## src/rtl/zacore_mem_arbiter_pkg.sv

```systemverilog
`default_nettype none
// ============================================================================
// Module      : zacore_mem_arbiter_pkg
// Description : Shared types and helpers for the zacore memory-port arbiter.
//               - arb_state_t   : arbiter FSM state encoding
//               - ARB_STREAK_W  : width of the data-grant streak counter
//               - streak_next() : saturating increment with clear priority
// Revision    : 1.0 - initial release
// ============================================================================
package zacore_mem_arbiter_pkg;

    // Width of the consecutive-data-grant counter. MAX_DATA_STREAK must fit.
    localparam int ARB_STREAK_W = 4;

    typedef enum logic [1:0] {
        IDLE       = 2'd0,
        BUSY_FETCH = 2'd1,
        BUSY_DATA  = 2'd2
    } arb_state_t;

    // Clear wins over increment; increment saturates at all ones.
    function automatic logic [ARB_STREAK_W-1:0] streak_next(
        input logic [ARB_STREAK_W-1:0] cur,
        input logic                    inc,
        input logic                    clr
    );
        logic [ARB_STREAK_W-1:0] nxt;
        nxt = cur;
        if (clr) begin
            nxt = '0;
        end else if (inc && (cur != '1)) begin
            nxt = cur + ARB_STREAK_W'(1);
        end
        return nxt;
    endfunction

endpackage : zacore_mem_arbiter_pkg
`default_nettype wire

```

## src/rtl/zacore_mem_arbiter_streak.sv

```systemverilog
`default_nettype none
// ============================================================================
// Module      : zacore_mem_arbiter_streak
// Description : Counts consecutive data grants completed while fetch was
//               waiting, and flags when fetch must be given the next grant.
// Ports       : i_clk, i_rst  - clock, synchronous active-high reset
//               inc           - data completion with fetch waiting
//               clr           - fetch completion, or data completion with
//                               no fetch waiting
//               at_limit      - streak has reached MAX_DATA_STREAK
// Revision    : 1.0 - initial release
// ============================================================================
module zacore_mem_arbiter_streak
    import zacore_mem_arbiter_pkg::*;
#(
    parameter int MAX_DATA_STREAK = 4      // 1..15
) (
    input  logic i_clk,
    input  logic i_rst,
    input  logic inc,
    input  logic clr,
    output logic at_limit
);

    logic [ARB_STREAK_W-1:0] count;

    always_ff @(posedge i_clk) begin
        if (i_rst) begin
            count <= '0;
        end else begin
            count <= streak_next(count, inc, clr);
        end
    end

    assign at_limit = (count >= ARB_STREAK_W'(MAX_DATA_STREAK));

endmodule : zacore_mem_arbiter_streak
`default_nettype wire

```

## src/rtl/zacore_mem_arbiter.sv

```systemverilog
`default_nettype none
// ============================================================================
// Module      : zacore_mem_arbiter
// Description : Shares the single external memory port between instruction
//               fetch and the load/store unit. Data wins ties unless fetch
//               has been passed over MAX_DATA_STREAK times in a row. A grant
//               is latched and held until i_mem_ack; one idle cycle always
//               separates transactions.
// Ports       : i_clk / i_rst                  clock, sync active-high reset
//               i_fetch_* / o_fetch_*          instruction read port
//               i_data_*  / o_data_*           load/store port
//               o_mem_*   / i_mem_*            external memory port
// Revision    : 1.0 - initial release
// ============================================================================
module zacore_mem_arbiter
    import zacore_mem_arbiter_pkg::*;
#(
    parameter int ADDR_W          = 32,
    parameter int DATA_W          = 32,   // multiple of 8
    parameter int MAX_DATA_STREAK = 4     // 1..15
) (
    input  logic                  i_clk,
    input  logic                  i_rst,
    // fetch port
    input  logic                  i_fetch_req,
    input  logic [ADDR_W-1:0]     i_fetch_addr,
    output logic                  o_fetch_ack,
    output logic [DATA_W-1:0]     o_fetch_rdata,
    // data port
    input  logic                  i_data_req,
    input  logic                  i_data_we,
    input  logic [ADDR_W-1:0]     i_data_addr,
    input  logic [DATA_W-1:0]     i_data_wdata,
    input  logic [DATA_W/8-1:0]   i_data_be,
    output logic                  o_data_ack,
    output logic [DATA_W-1:0]     o_data_rdata,
    // memory port
    output logic                  o_mem_req,
    output logic                  o_mem_we,
    output logic [ADDR_W-1:0]     o_mem_addr,
    output logic [DATA_W-1:0]     o_mem_wdata,
    output logic [DATA_W/8-1:0]   o_mem_be,
    input  logic                  i_mem_ack,
    input  logic [DATA_W-1:0]     i_mem_rdata
);

    localparam int BE_W = DATA_W / 8;

    // Latched request presented on the memory port for the whole transaction.
    typedef struct packed {
        logic              we;
        logic [ADDR_W-1:0] addr;
        logic [DATA_W-1:0] wdata;
        logic [BE_W-1:0]   be;
    } mem_req_t;

    arb_state_t state;
    mem_req_t   mem_q;
    logic       squash;       // fetch withdrew during its own transaction
    logic       streak_hit;   // fetch has waited long enough, it wins a tie

    logic busy;
    logic fetch_done;
    logic data_done;
    logic grant_data;
    logic grant_fetch;

    assign busy       = (state != IDLE);
    assign fetch_done = (state == BUSY_FETCH) & i_mem_ack;
    assign data_done  = (state == BUSY_DATA)  & i_mem_ack;

    assign grant_data  = i_data_req & ~(i_fetch_req & streak_hit);
    assign grant_fetch = i_fetch_req & ~grant_data;

    // ------------------------------------------------------------------
    // Arbiter FSM and request latch
    // ------------------------------------------------------------------
    always_ff @(posedge i_clk) begin
        if (i_rst) begin
            state  <= IDLE;
            mem_q  <= '0;
            squash <= 1'b0;
        end else begin
            case (state)
                IDLE: begin
                    squash <= 1'b0;
                    if (grant_data) begin
                        state       <= BUSY_DATA;
                        mem_q.we    <= i_data_we;
                        mem_q.addr  <= i_data_addr;
                        mem_q.wdata <= i_data_wdata;
                        mem_q.be    <= i_data_be;
                    end else if (grant_fetch) begin
                        state       <= BUSY_FETCH;
                        mem_q.we    <= 1'b0;
                        mem_q.addr  <= i_fetch_addr;
                        mem_q.wdata <= '0;
                        mem_q.be    <= '1;
                    end
                end
                BUSY_FETCH: begin
                    if (i_mem_ack) begin
                        state  <= IDLE;
                        squash <= 1'b0;
                    end else if (!i_fetch_req) begin
                        // Sticky: a later re-assert is a new request and
                        // must not see this transaction's data.
                        squash <= 1'b1;
                    end
                end
                BUSY_DATA: begin
                    if (i_mem_ack) begin
                        state <= IDLE;
                    end
                end
                default: begin
                    state <= IDLE;
                end
            endcase
        end
    end

    // ------------------------------------------------------------------
    // Starvation guard
    // ------------------------------------------------------------------
    zacore_mem_arbiter_streak #(
        .MAX_DATA_STREAK (MAX_DATA_STREAK)
    ) u_streak (
        .i_clk    (i_clk),
        .i_rst    (i_rst),
        .inc      (data_done & i_fetch_req),
        .clr      (fetch_done | (data_done & ~i_fetch_req)),
        .at_limit (streak_hit)
    );

    // ------------------------------------------------------------------
    // Outputs. The request drops combinationally on the ack so memory never
    // sees a second request for the completed transaction.
    // ------------------------------------------------------------------
    assign o_mem_req   = busy & ~i_mem_ack;
    assign o_mem_we    = mem_q.we;
    assign o_mem_addr  = mem_q.addr;
    assign o_mem_wdata = mem_q.wdata;
    assign o_mem_be    = mem_q.be;

    // A fetch that is low in the completion cycle has also withdrawn.
    assign o_fetch_ack   = fetch_done & ~squash & i_fetch_req & ~i_rst;
    assign o_data_ack    = data_done & ~i_rst;
    assign o_fetch_rdata = i_mem_rdata;
    assign o_data_rdata  = i_mem_rdata;

    // ------------------------------------------------------------------
    // Protocol checks
    // ------------------------------------------------------------------
    a_no_ack_when_idle : assert property (
        @(posedge i_clk) disable iff (i_rst) (state == IDLE) |-> !i_mem_ack);

    a_data_held_until_ack : assert property (
        @(posedge i_clk) disable iff (i_rst) (state == BUSY_DATA) |-> i_data_req);

endmodule : zacore_mem_arbiter
`default_nettype wire
```

## config.mk

```make
export PLATFORM = sky130hd
export DESIGN_NAME = zacore_mem_arbiter
export DESIGN_NICKNAME = d
export VERILOG_FILES = /design/src/rtl/zacore_mem_arbiter_pkg.sv /design/src/rtl/zacore_mem_arbiter_streak.sv /design/src/rtl/zacore_mem_arbiter.sv
export SDC_FILE = /design/constraint.sdc
export NUM_CORES = 1
export LEC_CHECK = 0
export ABC_AREA = 0
export BUFFER_PORTS_ARGS = -buffer_cell sky130_fd_sc_hd__buf_2
export CAP_MARGIN = 5
export CORE_AREA = 2 2 105 107
export DETAILED_ROUTE_END_ITERATION = 16
export DIE_AREA = 0 0 107 109
export GPL_ROUTABILITY_DRIVEN = 0
export HOLD_SLACK_MARGIN = 0.05
export PLACE_DENSITY = 0.74
export SYNTH_ARGS = -nofsm -noshare
export SYNTH_HDL_FRONTEND = slang
export SYNTH_SLANG_ARGS = --single-unit
```

## constraint.sdc

```tcl
create_clock -name i_clk -period 1.3 [get_ports i_clk]
set_input_delay 0.26 -clock i_clk [delete_from_list [all_inputs] [get_ports i_clk]]
set_output_delay 0.26 -clock i_clk [all_outputs]
set_load 0.005 [all_outputs]
```

==> results of run 1 <==
-- kinds of logic after synthesis --
group,count (synthesis),synth area share
multiplexers,1,0.00264
AO/OA/AOI/OAI,151,0.238
AND/OR/NAND/NOR,128,0.160
adder cells (fa/ha/maj),4,0.0132
flip-flops,76,0.401
buffers and inverters,113,0.185
-- power groups by stage --
stage / clock (uW) / sequential (uW) / combinational [uW]
floorplan: 0 / 2730 / 858
global placement: 0 / 2700 / 1310
detailed placement: 0 / 2710 / 1340
CTS: 1710 / 2660 / 1660
global route: 1790 / 2690 / 1810
finish: 1640 / 2660 / 1660
-- cell type report --
| cell class | instances | area share |
|---|---|---|
| multi-input combinational | 284 | 0.334 |
| sequential | 76 | 0.306 |
| timing repair buffer | 214 | 0.287 |
| tap | 140 | 0.0352 |
| clock buffer | 10 | 0.0277 |
| clock inverter | 6 | 0.00804 |
| inverter | 3 | 0.00226 |
-- critical path: stages, from the launching register on --
cell and delay, ns:
dfxtp_2 0.34, inv_2 0.05, buf_6 0.11, ha_4 0.15
buf_6 0.11, and3b_1 0.14, buf_2 0.12
-- through the flow --
step | worst slack [ns] | total power, uW | hold WS, ns
after floorplan | -0.0947 | 3590 | 0.423
after global placement | -0.0958 | 4010 | 0.440
after detailed placement | -0.183 | 4060 | 0.447
after CTS | -0.337 | 6030 | 0.147
after global routing | -0.381 | 6280 | 0.160
final | -0.310 | 5960 | 0.169
-- placed cells by master, fill, tap and decap left out, types with 3 or more instances in the layout --
cell	synthesis	final
buf_2	19	177
dfxtp_1	76	74
nor2_1	45	44
a21oi_1	40	37
o21ai_0	36	36
a211oi_1	36	36
nand2_1	35	34
nand4_1	33	33
a31oi_1	32	32
buf_4	66	16
clkbuf_8	0	10
buf_12	0	9
buf_6	1	6
buf_16	0	4
a21oi_2	0	3
clkinv_2	0	3
-- routing by layer --
metal,routed length (um),GRT usage,up-vias,share of wire
li1,-,-,1862,-
met2,6180,0.356,176,0.52
met3,863,0.0514,24,0.072
met5,0,0,-,0
met4,188,0.0733,0,0.016
met1,4700,0.211,1807,0.39
-- repair_timing --
action,in CTS,in global routing
setup endpoints to repair,49,78
pin swaps,7,15
resized for setup,21,5
buffers inserted,3,1
cloned,6,0
-- state kept, by name, indices dropped and copies added (netlist names) --
signal	cells
o_mem_wdata	32
o_mem_we	1
squash	1
u_streak.count	4
o_mem_addr	32
state	2
o_mem_be	4
-- worst max path at each step --
| stage | end | cells after the start | start |
|---|---|---|---|
| floorplan | state[1] | 5 | state[1] |
| global placement | state[1] | 5 | state[1] |
| detailed placement | state[1] | 5 | state[1] |
| CTS | o_data_ack | 6 | state[0] |
| global route | o_mem_req | 5 | state[0] |
| finish | o_data_ack | 6 | state[0] |
==> out/metrics.yaml, run 1 <==
placed_cells: 707
fmax_mhz: 621
synth_area_leader_cell: "dfxtp_1"
final_nets: 730
viasPerCell: 5.28
cts_inserted_buffers: 9
p_int_uw: 4150
reg2reg_depth: 7
yosys_warnings: 0
worst-endpoint-arrival_ns: 1.35
holdPathStages: 3
setup_ws_ns: -0.310
area_growth_pct: 31.2
netlist.area_leader.share: 0.401
grt-ovfl-total: 0
die_w_um: 107
min_to: "o_mem_addr[27]"
final_cells: 733
ant_nets: 0
min_path_type: "input port to register"
rsz0062_at_grt: "true"
final_area_mm2: 0.00498
seq_area_mm2: 0.00152
grt_pass1_wl_mm: 17.8
post_dp_cell_area_mm2: 0.00450
synth_area_per_cell_um2: 8.02
rows: 38
crit_fanout: 3
p_leak_uw: 0.00224
crit_path_end_kind: "output pin"
regToRegSetupSlack_ns: -0.16
min_period_over_period: 1.24
cts_sinks: 76
switching_share: 0.303
start_util: 0.358
finalCriticalPeriod_ns: 1.61
num_antenna_cells: 0
grt_pass1_vias: 3607
clockBufferDepth: 2
cts_tree: "done"
combPwrFrac: 0.278
synth_edf_count: 0
synth_cell_types: 32
synthCells: 473
yosys.cell_count.top_type: "dfxtp_1"
grt_start_max_net_pins: 36
post-dp-hpwl_mm: 7.74
critical_path_class: "register to output pin"
final_util: 0.469
netlist_area_mm2: 0.00379
synth_common_cells: "dfxtp_1 (76), buf_4 (66), nor2_1 (45), a21oi_1 (40)"
timing.rr.end: "o_mem_addr[9]"
multi_input_area_mm2: 0.00166
finalWirelength_mm: 11.9
drive_gt1_frac: 0.420
ir_drop_uv: 505
dr_total_vias: 3869
die_h_um: 109
hold_buffers: 0
portBuffers: 177
finalHoldViolCount: 0
maxCapViolations: 0
status: "finished with violations"
maxSlewHeadroom: 0.737
yosysSeqAreaShare: 0.401
die_area_mm2: 0.0117
setup_viol: 68
n_fill_cell: 1041
wl_per_cell_um: 16.3
h-tree-depth: 3
clockPowerShare: 0.276
required_ns: 1.04
tightest_slew_ns: 0.395
hp-start: "i_fetch_addr[27]"
drv_slew: 0
io_pins: 274
gr-usage-all-layers: 0.193
power_density_mw_per_mm2: 1200
synthArstFlopShare: 0
ys_seq_elements: 76
insertion_delay_ns: 0.35
tns_ns: -6.05
antenna_found_initial: 0
drtIter0Drc: 350
root_buffer: "clkbuf_8"
p_switching_uw: 1810
core_area_mm2: 0.0106
dr.pass1.iters: 8
worstSetupStartpointType: "register"
clkSlewWorstSetupHoldPaths_ns: 0.08
syn_nets: 615
post-route-drc-count: 0
violations: "setup timing"
power_frac_seq: 0.446
r2r-start: "state[0]"
skew_ns: 0.0105
netlist_top_cells_area: "dfxtp_1 (40%), buf_4 (13%), a211oi_1 (7.1%)"
synth_top_flop_cell: "dfxtp_1"
Note: power is estimated with default switching activity, not from simulation.
==> inputs of run 2 (changes only) <==
SETUP_SLACK_MARGIN = 0.15   (was unset)
==> run 2 against run 1 <==
Against the previous run: the flow still finishes with violations (setup timing); clock-buffer cell count up 1; largest cell class unchanged; clock power up 24%; setup slack worse by 0.0018 ns; utilization up 15 points; via count up 11%.
==> out/metrics.yaml, run 2 (same netlist as run 1, synthesis figures left out) <==
maxCapViolations: 0  # unchanged
worstSetupStartpointType: "register"
critical_path_class: "register to register"
worst_path_max_delay_cell: "dfxtp_4"
wl_met2_mm: 7.64  # +24%
ant_nets: 0  # unchanged
fmax_mhz: 620  # -0.11%
h-tree-depth: 3  # unchanged
power_density_mw_per_mm2: 1180  # -1.6%
maxSlewHeadroom: 0.676  # -0.0610
setup_ws_ns: -0.312  # -0.00183 ns
min_path_type: "input port to register"
drv_slew: 0  # unchanged
die_w_um: 107  # unchanged
gr-usage-all-layers: 0.227  # +0.0345
dr.pass1.iters: 5  # -3
viasPerCell: 5.57  # +5.4%
start_util: 0.358  # unchanged
grt_pass1_vias: 4112  # +14%
slowest_delay_ns: 0.39  # +0.05 ns
portBuffers: 177  # unchanged
clockPowerShare: 0.264  # -0.012
finalWirelength_mm: 14.7  # +23%
die_area_mm2: 0.0117  # unchanged
root_buffer: "clkbuf_8"
finalCriticalPeriod_ns: 1.61  # +0.00183 ns
worst-endpoint-arrival_ns: 1.90  # +0.55 ns
p_switching_uw: 2420  # +34%
final_common_cell: "buf_2"
final_util: 0.615  # +0.146
combPwrFrac: 0.376  # +0.098
setup_viol: 77  # +13%
cts_sinks: 76  # unchanged
p_int_uw: 5260  # +27%
antenna_found_initial: 0  # unchanged
crit_fanout: 6  # +3
status: "finished with violations"
clockBufferDepth: 2  # unchanged
routed.top_layer: "met4"
grt_start_max_net_pins: 41  # +14%
cp_num_buf_inv: 5  # +1
critical-path-top-delay-family: "buffers and inverters"
switching_share: 0.315  # +0.0119
post-dp-hpwl_mm: 7.89  # +2.0%
wl_per_cell_um: 19.0  # +17%
post-route-drc-count: 0  # unchanged
drtIter0Drc: 333  # -4.9%
rows: 38  # unchanged
skew_ns: 0.00950  # -0.00103 ns
r2r-start: "state[1]"
wl_met3_mm: 1.11  # +28%
required_ns: 1.59  # +0.55 ns
insertion_delay_ns: 0.38  # +0.03 ns
rsz0062_at_grt: "true"
grt-ovfl-total: 0  # unchanged
finalHoldViolCount: 0  # unchanged
min_period_over_period: 1.24  # +0.00141
p_leak_uw: 0.00284  # +27%
final_nets: 769  # +5.3%
final_area_mm2: 0.00652  # +31%
wl_met1_mm: 5.38  # +14%
cts_inserted_buffers: 9  # unchanged
cp_cell_sequence: "inv_4 > ha_4 > buf_6 > o21ai_4 > buf_6 > buf_12 > buf_16 > a31oi_1 > a211oi_1"
power_frac_seq: 0.359  # -0.087
cp-startpoint: "state[1]"
cp_common_cell: "buf_6"
violations: "setup timing"
io_pins: 274  # unchanged
crit_path_end_kind: "register"
tightest_slew_ns: 0.486  # +0.0916 ns
grt_pass1_wl_mm: 20.4  # +15%
core_area_mm2: 0.0106  # unchanged
dr_total_vias: 4302  # +11%
die_h_um: 109  # unchanged
final_cell_mix: "buf_2 (176), dfxtp_1 (48), o21ai_0 (36)"
area_growth_pct: 71.9
ir_drop_uv: 635  # +26%
cts_tree: "done"
preCtsSetupSlack_ns: -0.109  # +0.0739 ns
post_dp_cell_area_mm2: 0.00446  # -0.81%
drive_gt1_frac: 0.717  # +0.297
clkSlewWorstSetupHoldPaths_ns: 0.08  # about the same
hp-start: "i_fetch_addr[21]"
## run 2: cell count changes in the layout (fill, tap and decap cells not counted), moves of 10 or more
cell	delta
a31oi_1	-17
a21oi_2	+29
a31oi_4	+10
a21oi_1	-29
nor2_4	+26
nor2_1	-34
a211oi_2	+29
a211oi_1	-29
nand2_4	+24
dfxtp_2	+25
nand2_1	-32
buf_6	+15
dfxtp_1	-26
## run 2: area by class of cell
type / instances / area, um2
fill: 864 / 4080
clock buffer: 11 / 141
sequential: 76 / 1560
multi-input combinational: 284 / 2530
timing repair buffer: 253 / 2020
tap: 140 / 175
clock inverter: 5 / 75.1
inverter: 3 / 16.3
antenna: 1 / 2.50
## run 2: metal layers
metal / up-vias / GRT usage
met2: 215 / 0.385
li1: 1950 / -
met4: 0 / 0.140
met5: - / 0
met3: 61 / 0.0699
met1: 2076 / 0.250
## run 2: worst paths after layout
path | to | slack [ns] | depth (start not counted)
setup / recovery | o_mem_addr[1] | -0.31 | 9
setup reg to reg | o_mem_addr[1] | -0.31 | 9
hold reg to reg | o_mem_wdata[24] | 0.46 | 2
hold / removal | o_mem_addr[21] | 0.16 | 3
## run 2: power by group through the flow
stage                     combinational [uW]  sequential [uW]  clock, uW
after global placement                  1280             2710          0
after floorplan                          932             2730          0
after detailed placement                1320             2720          0
after CTS                               2310             2710       2050
final                                   2890             2760       2030
after global routing                    3050             2780       2180
## run 2: stage by stage
stage	TNS, ns	hold slack, ns	std cells	power [uW]
floorplan	-0.0633	0.426	473	3670
global placement	-0.400	0.437	704	3990
detailed placement	-2.02	0.443	704	4040
CTS	-15.73	0.133	753	7060
global route	-22.32	0.146	772	8010
finish	-18.48	0.159	773	7690
## run 2: worst min-delay path, delay by kind of cell
family | cells | cell delay, ns
AOI/OAI and AO/OA | 2 | 0.13
buffers and inverters | 1 | 0.10
## run 2: timing repair
action / in CTS / in global routing
gates resized for setup: 129 / 146
setup buffers: 21 / 16
pin swaps: 42 / 54
cloned: 12 / 3
hold buffers: 0 / 0
endpoints found under the setup margin: 79 / 106
endpoints found under the hold margin: 0 / 0
